`src/rtl/fifo_pkg.sv`:
```
// Shared helpers for the async FIFO pointer logic: binary/Gray conversion.
// Both functions work on a fixed 32-bit container. Callers zero-extend their
// pointer on the way in and cast the result back to the pointer width.
// Zero upper bits pass through both conversions unchanged, so truncating
// the result is exact.
package fifo_pkg;

    localparam int GRAY_W = 32;

    function automatic logic [GRAY_W-1:0] bin2gray(input logic [GRAY_W-1:0] b);
        return (b >> 1) ^ b;
    endfunction

    function automatic logic [GRAY_W-1:0] gray2bin(input logic [GRAY_W-1:0] g);
        logic [GRAY_W-1:0] b;
        b[GRAY_W-1] = g[GRAY_W-1];
        for (int i = GRAY_W - 2; i >= 0; i--) begin
            b[i] = b[i+1] ^ g[i];
        end
        return b;
    endfunction

endpackage

```
`src/rtl/fifo_sync_r2w.sv`:
```
// Multi-flop synchronizer that carries the read-domain Gray pointer into wclk.
// The first flop samples the asynchronous input directly; there is no logic
// ahead of it.
module fifo_sync_r2w #(
    parameter int WIDTH  = 5,
    parameter int STAGES = 2
) (
    input  logic             wclk,
    input  logic             wrst,
    input  logic [WIDTH-1:0] din,
    output logic [WIDTH-1:0] dout
);

    logic [WIDTH-1:0] stage [STAGES];

    // Shift chain: stage[0] takes the raw input, later stages settle metastability.
    always_ff @(posedge wclk) begin
        if (wrst) begin
            for (int i = 0; i < STAGES; i++) begin
                stage[i] <= '0;
            end
        end else begin
            stage[0] <= din;
            for (int i = 1; i < STAGES; i++) begin
                stage[i] <= stage[i-1];
            end
        end
    end

    assign dout = stage[STAGES-1];

endmodule

```
`src/rtl/fifo_wptr_full.sv`:
```
// Write-side pointer and full-flag generator for the async FIFO (wclk domain).
// Produces the memory write address and the Gray write pointer exported to
// the read domain. Also produces the full, almost-full and sticky overflow
// flags, all derived from the synchronized read pointer.
module fifo_wptr_full
    import fifo_pkg::*;
#(
    parameter int ADDRSIZE     = 4,
    parameter int SYNC_STAGES  = 2,
    parameter int AFULL_MARGIN = 2
) (
    input  logic                wclk,
    input  logic                wrst,
    input  logic                winc,
    input  logic [ADDRSIZE:0]   rptr,
    input  logic                wovf_clr,
    output logic [ADDRSIZE-1:0] waddr,
    output logic [ADDRSIZE:0]   wptr,
    output logic                wfull,
    output logic                walmost_full,
    output logic                woverflow
);

    localparam int PTRW  = ADDRSIZE + 1;
    localparam int DEPTH = 1 << ADDRSIZE;
    localparam logic [ADDRSIZE:0] AFULL_LEVEL = PTRW'(DEPTH - AFULL_MARGIN);

    if (ADDRSIZE < 2) begin : g_bad_addrsize
        $error("fifo_wptr_full: ADDRSIZE must be at least 2");
    end
    if (SYNC_STAGES < 2) begin : g_bad_sync
        $error("fifo_wptr_full: SYNC_STAGES must be at least 2");
    end
    if (AFULL_MARGIN < 1 || AFULL_MARGIN > DEPTH - 1) begin : g_bad_margin
        $error("fifo_wptr_full: AFULL_MARGIN must be in 1..DEPTH-1");
    end

    logic [ADDRSIZE:0] wbin;
    logic [ADDRSIZE:0] wbinnext;
    logic [ADDRSIZE:0] wgraynext;
    logic [ADDRSIZE:0] wq2_rptr;
    logic [ADDRSIZE:0] rbin;
    logic [ADDRSIZE:0] occ;
    logic              wfull_next;
    logic              wafull_next;
    logic              wovf_next;

    fifo_sync_r2w #(
        .WIDTH  (PTRW),
        .STAGES (SYNC_STAGES)
    ) u_sync_r2w (
        .wclk (wclk),
        .wrst (wrst),
        .din  (rptr),
        .dout (wq2_rptr)
    );

    // Next pointer values and flag conditions, evaluated against the
    // synchronized (therefore stale) read pointer. Stale means full clears
    // late, never early.
    always_comb begin
        wbinnext    = wbin + PTRW'(winc & ~wfull);
        wgraynext   = PTRW'(bin2gray(32'(wbinnext)));
        rbin        = PTRW'(gray2bin(32'(wq2_rptr)));
        // Modulo-2^PTRW difference; the extra wrap bit keeps 0 and DEPTH distinct.
        occ         = wbinnext - rbin;
        // Full in Gray terms: top two bits inverted, the rest equal.
        wfull_next  = (wgraynext == {~wq2_rptr[ADDRSIZE:ADDRSIZE-1], wq2_rptr[ADDRSIZE-2:0]});
        wafull_next = (occ >= AFULL_LEVEL);
        // A fresh overflow beats a clear on the same edge.
        wovf_next   = (winc & wfull) | (woverflow & ~wovf_clr);
    end

    // Pointer and flag registers; reset dominates every other input.
    always_ff @(posedge wclk) begin
        if (wrst) begin
            wbin         <= '0;
            wptr         <= '0;
            wfull        <= 1'b0;
            walmost_full <= 1'b0;
            woverflow    <= 1'b0;
        end else begin
            wbin         <= wbinnext;
            wptr         <= wgraynext;
            wfull        <= wfull_next;
            walmost_full <= wafull_next;
            woverflow    <= wovf_next;
        end
    end

    assign waddr = wbin[ADDRSIZE-1:0];

endmodule

```
`config.mk`:
```
export PLATFORM = sky130hd
export DESIGN_NAME = fifo_wptr_full
export DESIGN_NICKNAME = d
export VERILOG_FILES = /design/src/rtl/fifo_pkg.sv /design/src/rtl/fifo_sync_r2w.sv /design/src/rtl/fifo_wptr_full.sv
export SDC_FILE = /design/constraint.sdc
export NUM_CORES = 1
export LEC_CHECK = 0
export ABC_AREA = 1
export CAP_MARGIN = 5
export CORE_MARGIN = 2
export CORE_UTILIZATION = 35
export CTS_CLUSTER_SIZE = 10
export DETAILED_ROUTE_END_ITERATION = 10
export GPL_TIMING_DRIVEN = 0
export PLACE_DENSITY = 0.62
export SLEW_MARGIN = 20
export SYNTH_ARGS = -nofsm -noshare
export SYNTH_HDL_FRONTEND = slang
export SYNTH_SLANG_ARGS = --single-unit
```
`constraint.sdc`:
```
create_clock -name wclk -period 2.7 [get_ports wclk]
set_input_delay 0.54 -clock wclk [delete_from_list [all_inputs] [get_ports wclk]]
set_output_delay 0.54 -clock wclk [all_outputs]
set_load 0.005 [all_outputs]
```
---- Word level (Yosys, flattened, before mapping) ----
Memory sizes are Yosys's and may differ from the RTL's.
Cells that the tools add are included.
operators by class
  add/sub/neg operators ................... 2
  muxes and demuxes ....................... 5
  bitwise operators ....................... 14
  eq/ne operators ......................... 1
  magnitude comparators ................... 1
operators by type and width
  kind                                                  count
  two-way mux 5 bit                                     2
  adder 5 bit                                           1
  bitwise AND 1 x 5 -> 5 bit                            1
  == test 5 bit                                         1
  >= comparator 5 x 4 -> 1 bit (second input constant)  1
  NOT 1 -> 5 bit                                        1
  subtractor 5 bit                                      1
  XOR 4 x 5 -> 5 bit                                    1
  XOR 1 bit                                             4
  two-way mux 1 bit                                     3
  bitwise OR 1 bit                                      3
  bitwise AND 1 bit                                     2
  NOT 2 bit                                             1
  NOT 1 bit                                             1
storage, ports and cells
  register bits after elaboration ......... 13
  output and inout bits ................... 12
  word-level logic and storage cells ...... 29
  memories kept ........................... 1
  input port bits ......................... 9
  RAM bits ................................ 10
memories
  memory            depth  bits a word  read ports  clocked after memory_dff  wr ports  RTL line             RTL
  u_sync_r2w.stage  2      5            2           0                         2         fifo_sync_r2w.sv:14  logic [WIDTH-1:0] stage [STAGES];

---- Depth between registers and ports, before layout ----
  word-level depth ........................ 6
  gate-level depth with buffers ........... 15
  gate-level depth less buffers ........... 15

---- Modules after synthesis ----
A second synthesis with hierarchy kept.
second synthesis, totals
  cell total of the unflattened synthesis .. 145
  area, all modules ....................... 1117.3 sq um
by module, submodules not included
  module          instances  cells an instance  area an instance (sq um)  sequential area each (sq um)
  fifo_wptr_full  1          109                793.3                     240.2
  fifo_sync_r2w   1          36                 324.1                     200.2

---- Least setup slack after synthesis ----
Ideal clock, no wire load.
  path kind ............................... flip-flop to flip-flop
  from .................................... mem u_sync_r2w.stage[1][3], in the netlist u_sync_r2w.stage[0][8]
  to ...................................... reg walmost_full
  required time ........................... 2629 ps
  clock period less this slack ............ 2163 ps
  data arrival time ....................... 2092 ps
  cell stages (with the launch flop) ...... 14
  buffers on the path ..................... 0
  library setup time ...................... 71 ps
  setup slack ............................. 537 ps
  cells stage by stage .................... dfxtp_1 -> inv_1 -> nand2_1 -> nand3_1 -> nand2_2 -> xor2_2 -> xor2_1 -> inv_1 -> ha_1 -> fa_1 -> xor2_1 -> nor2_1 -> nand3_1 -> a21oi_1
RTL lines
  element               RTL line              RTL
  start, declared       fifo_sync_r2w.sv:14
  end signal, assigned  fifo_wptr_full.sv:86  walmost_full <= wafull_next;
  end, declared         fifo_wptr_full.sv:20  output logic walmost_full,

==> impl_metrics.toml <==
[clock_tree]
cts_root_buffer = "clkbuf_4"
post_cts_buffers = 0
clkTransAtPathRegs_ns = 0.12
insertion_delay_ns = 0.30
ctsResizeCount = 0
cts_tree = "yes"
clockBufferDepth = 2
cts.sinks = 22
ctsHoldBuffers = 0
cts-htree-levels = 1
cts_buffers = 3

[placed_design]
dpl.hpwl_mm = 1.531
place_congestion = 0.8049
port_buffers = 20

[global_routing]
grtUsageMet3 = 0.03896
antenna_found_initial = 0
grt_pass1_vias = 799
grt_first_pass_wirelength_mm = 3.312
grt_use_met2 = 0.1988
use_met1 = 0.1587
grt_max_degree = 13
busiest_layer = "met2"
track_usage = 0.1226
grt_overflow = 0

[critical_path]
start_kind = "flop"
cp_slowest_stage_delay_ns = 0.40
end_kind = "flop"
cp.required_ns = 2.94
path_cells = "inv_1 > nand2_1 > nand3_1 > nand2_2 > xor2_2 > xor2_1 > inv_1 > ha_1 > fa_1 > xor2_1 > nor2_1 > nand3_1 > a21oi_1"
cp_max_fo = 4
slowest_stage = "fa_1"
crit_arrival_ns = 2.63
critPathKind = "reg2reg"

[synth]
avgSynthCellArea_um2 = 7.568
yosysUniqueCellTypes = 21
netlist_area_um2 = 1090
synth_nets = 160
yosysWarnings = 0
synthTopCellsByArea = "dfxtp_1 (40%), inv_1 (10%), nor2_1 (10%)"
synth_largest_area_cell = "dfxtp_1"
synthCells = 144
ys_ff_latch = 22
synth_top_area_frac = 0.4041
synth-seq-area-share = 0.4041

[timing]
rsz0062_at_grt = "false"
hold_viol = 0
max_clock_freq_mhz = 418.2
fin_crit_ns = 2.391
slew_headroom = 0.6911
tightest_slew_ns = 0.4633
fin_crit_sh = 0.8856
skew_ns = 0.0009532
fin_tns_setup_ns = 0
setup_viol = 0
slew_violations = 0

[die]
initial_core_util = 0.3629
ioPinCount = 21
die_x_um = 59.80
core_region_area_um2 = 3003
fp.dieH_um = 59.80
dieArea_um2 = 3576
num_rows = 20

[power]
leakage_nw = 0.6736
vdd_ir_drop_max_mv = 0.3012
pwr_density_cell_nw_per_um2 = 495.0
total_power_mw = 0.6769

[drt]
ant_nets = 0
num_vias = 887
wl_per_cell_um = 8.990
drt_first_pass_iters = 4
drc_errors = 0
dr.first_iter.drc_count = 15
avgViaCountPerCell = 4.413
wl_mm = 1.807

[layout]
drive_above_1_share = 0.08333
nets = 185
syn2layout_area_growth_pct = 25.49
n_antenna_cell = 0

[outcome]
status = "completed"

[job]
cap_violations = 0

[worst_hold_path]
hold_class = "reg2reg"
-- report_power, final --
part           switching, mW  internal [mW]
clock                 0.0965         0.0823
sequential           0.00843          0.341
combinational         0.0756         0.0727
total                  0.181          0.496
-- placed cells by master, fill, tap and decap left out --
cell             count
o21ai_2              1
dfxtp_1             22
nand3_1              8
inv_1               29
xor2_2               2
nand2_1             23
fa_1                 1
inv_4                1
nand3_2              1
nand2_2              4
nor2_1              29
a21oi_1              4
clkdlybuf4s50_1     20
clkbuf_8             1
xnor3_1              1
nand3b_1             1
ha_1                 6
clkbuf_1             2
or2_2                1
xor2_1               3
xnor2_1              2
o21bai_1             1
clkbuf_4             3
nand4_1              2
-- area by class of cell --
cell class | instances | area [um^2]
sequential | 22 | 440.4
inverter | 30 | 115.1
timing repair buffer | 20 | 200.2
buffer | 2 | 7.507
tap | 33 | 41.29
clock buffer | 4 | 36.28
fill | 313 | 1635
multi-input combinational | 90 | 526.8
-- cell usage after synthesis, drive strengths merged --
cell and count:
xnor3 1, nor2 29, or2 1, ha 6, xnor2 2, inv 30, xor2 5, nand2 27
nand3b 1, dfxtp 22, o21ai 1, o21bai 1, fa 1, nand3 9, clkbuf 2, nand4 2
a21oi 4
-- metal layers --
layer | wire length, um | vias up
met5 | 0 | -
met3 | 105 | 2
met2 | 835 | 17
li1 | - | 474
met4 | 14 | 0
met1 | 851 | 394
-- state kept, by name, indices dropped and copies added, names as in the netlist --
signal / cells
walmost_full: 1
u_sync_r2w.stage: 10
wptr: 5
wfull: 1
wbin: 4
woverflow: 1
-- cells by family (layout without fill, tap and decap cells) --
family / Yosys count / in the layout / share of synthesized area
xor gates and xnor gates: 8 / 8 / 0.09071
and+or+nand+nor: 69 / 69 / 0.2721
DFF: 22 / 22 / 0.4041
buffers and inverters: 32 / 56 / 0.1125
AOI/OAI and AO/OA: 6 / 6 / 0.03330
adders and majority gates: 7 / 7 / 0.08725
-- metrics by stage --
stage,setup WS (ns),instance area (um^2),std cells,utilization,hold WS [ns]
floorplan,0.5368,1090,144,-,0.3883
global placement,0.02922,1331,197,0.4433,0.3923
detailed placement,0.01013,1331,197,0.4433,0.3944
CTS,0.2856,1368,201,0.4554,0.4122
global route,0.07929,1368,201,0.4554,0.4183
finish,0.3090,1368,201,0.4554,0.4090
-- critical path, delay by kind of cell (launching register included) --
kind	cells	cell delay (ns)
buffers and inverters	2	0.13
adders and majority gates	2	0.62
and+or+nand+nor	5	0.51
xor gates and xnor gates	3	0.54
AOI/OAI and AO/OA	1	0.14
DFF	1	0.39
-- final timing paths --
kind,startpoint,to,slack [ns],cells after the start
worst max register to register,u_sync_r2w.stage[0][8]$_SDFF_PP0_,walmost_full$_SDFF_PP0_,0.31,13
worst max-delay path,u_sync_r2w.stage[0][8]$_SDFF_PP0_,walmost_full$_SDFF_PP0_,0.31,13
worst min register to register,u_sync_r2w.stage[0][2]$_SDFF_PP0_,u_sync_r2w.stage[0][7]$_SDFF_PP0_,0.41,2
worst min-delay path,u_sync_r2w.stage[0][2]$_SDFF_PP0_,u_sync_r2w.stage[0][7]$_SDFF_PP0_,0.41,2
No activity file was read; power rests on OpenSTA's default activity.
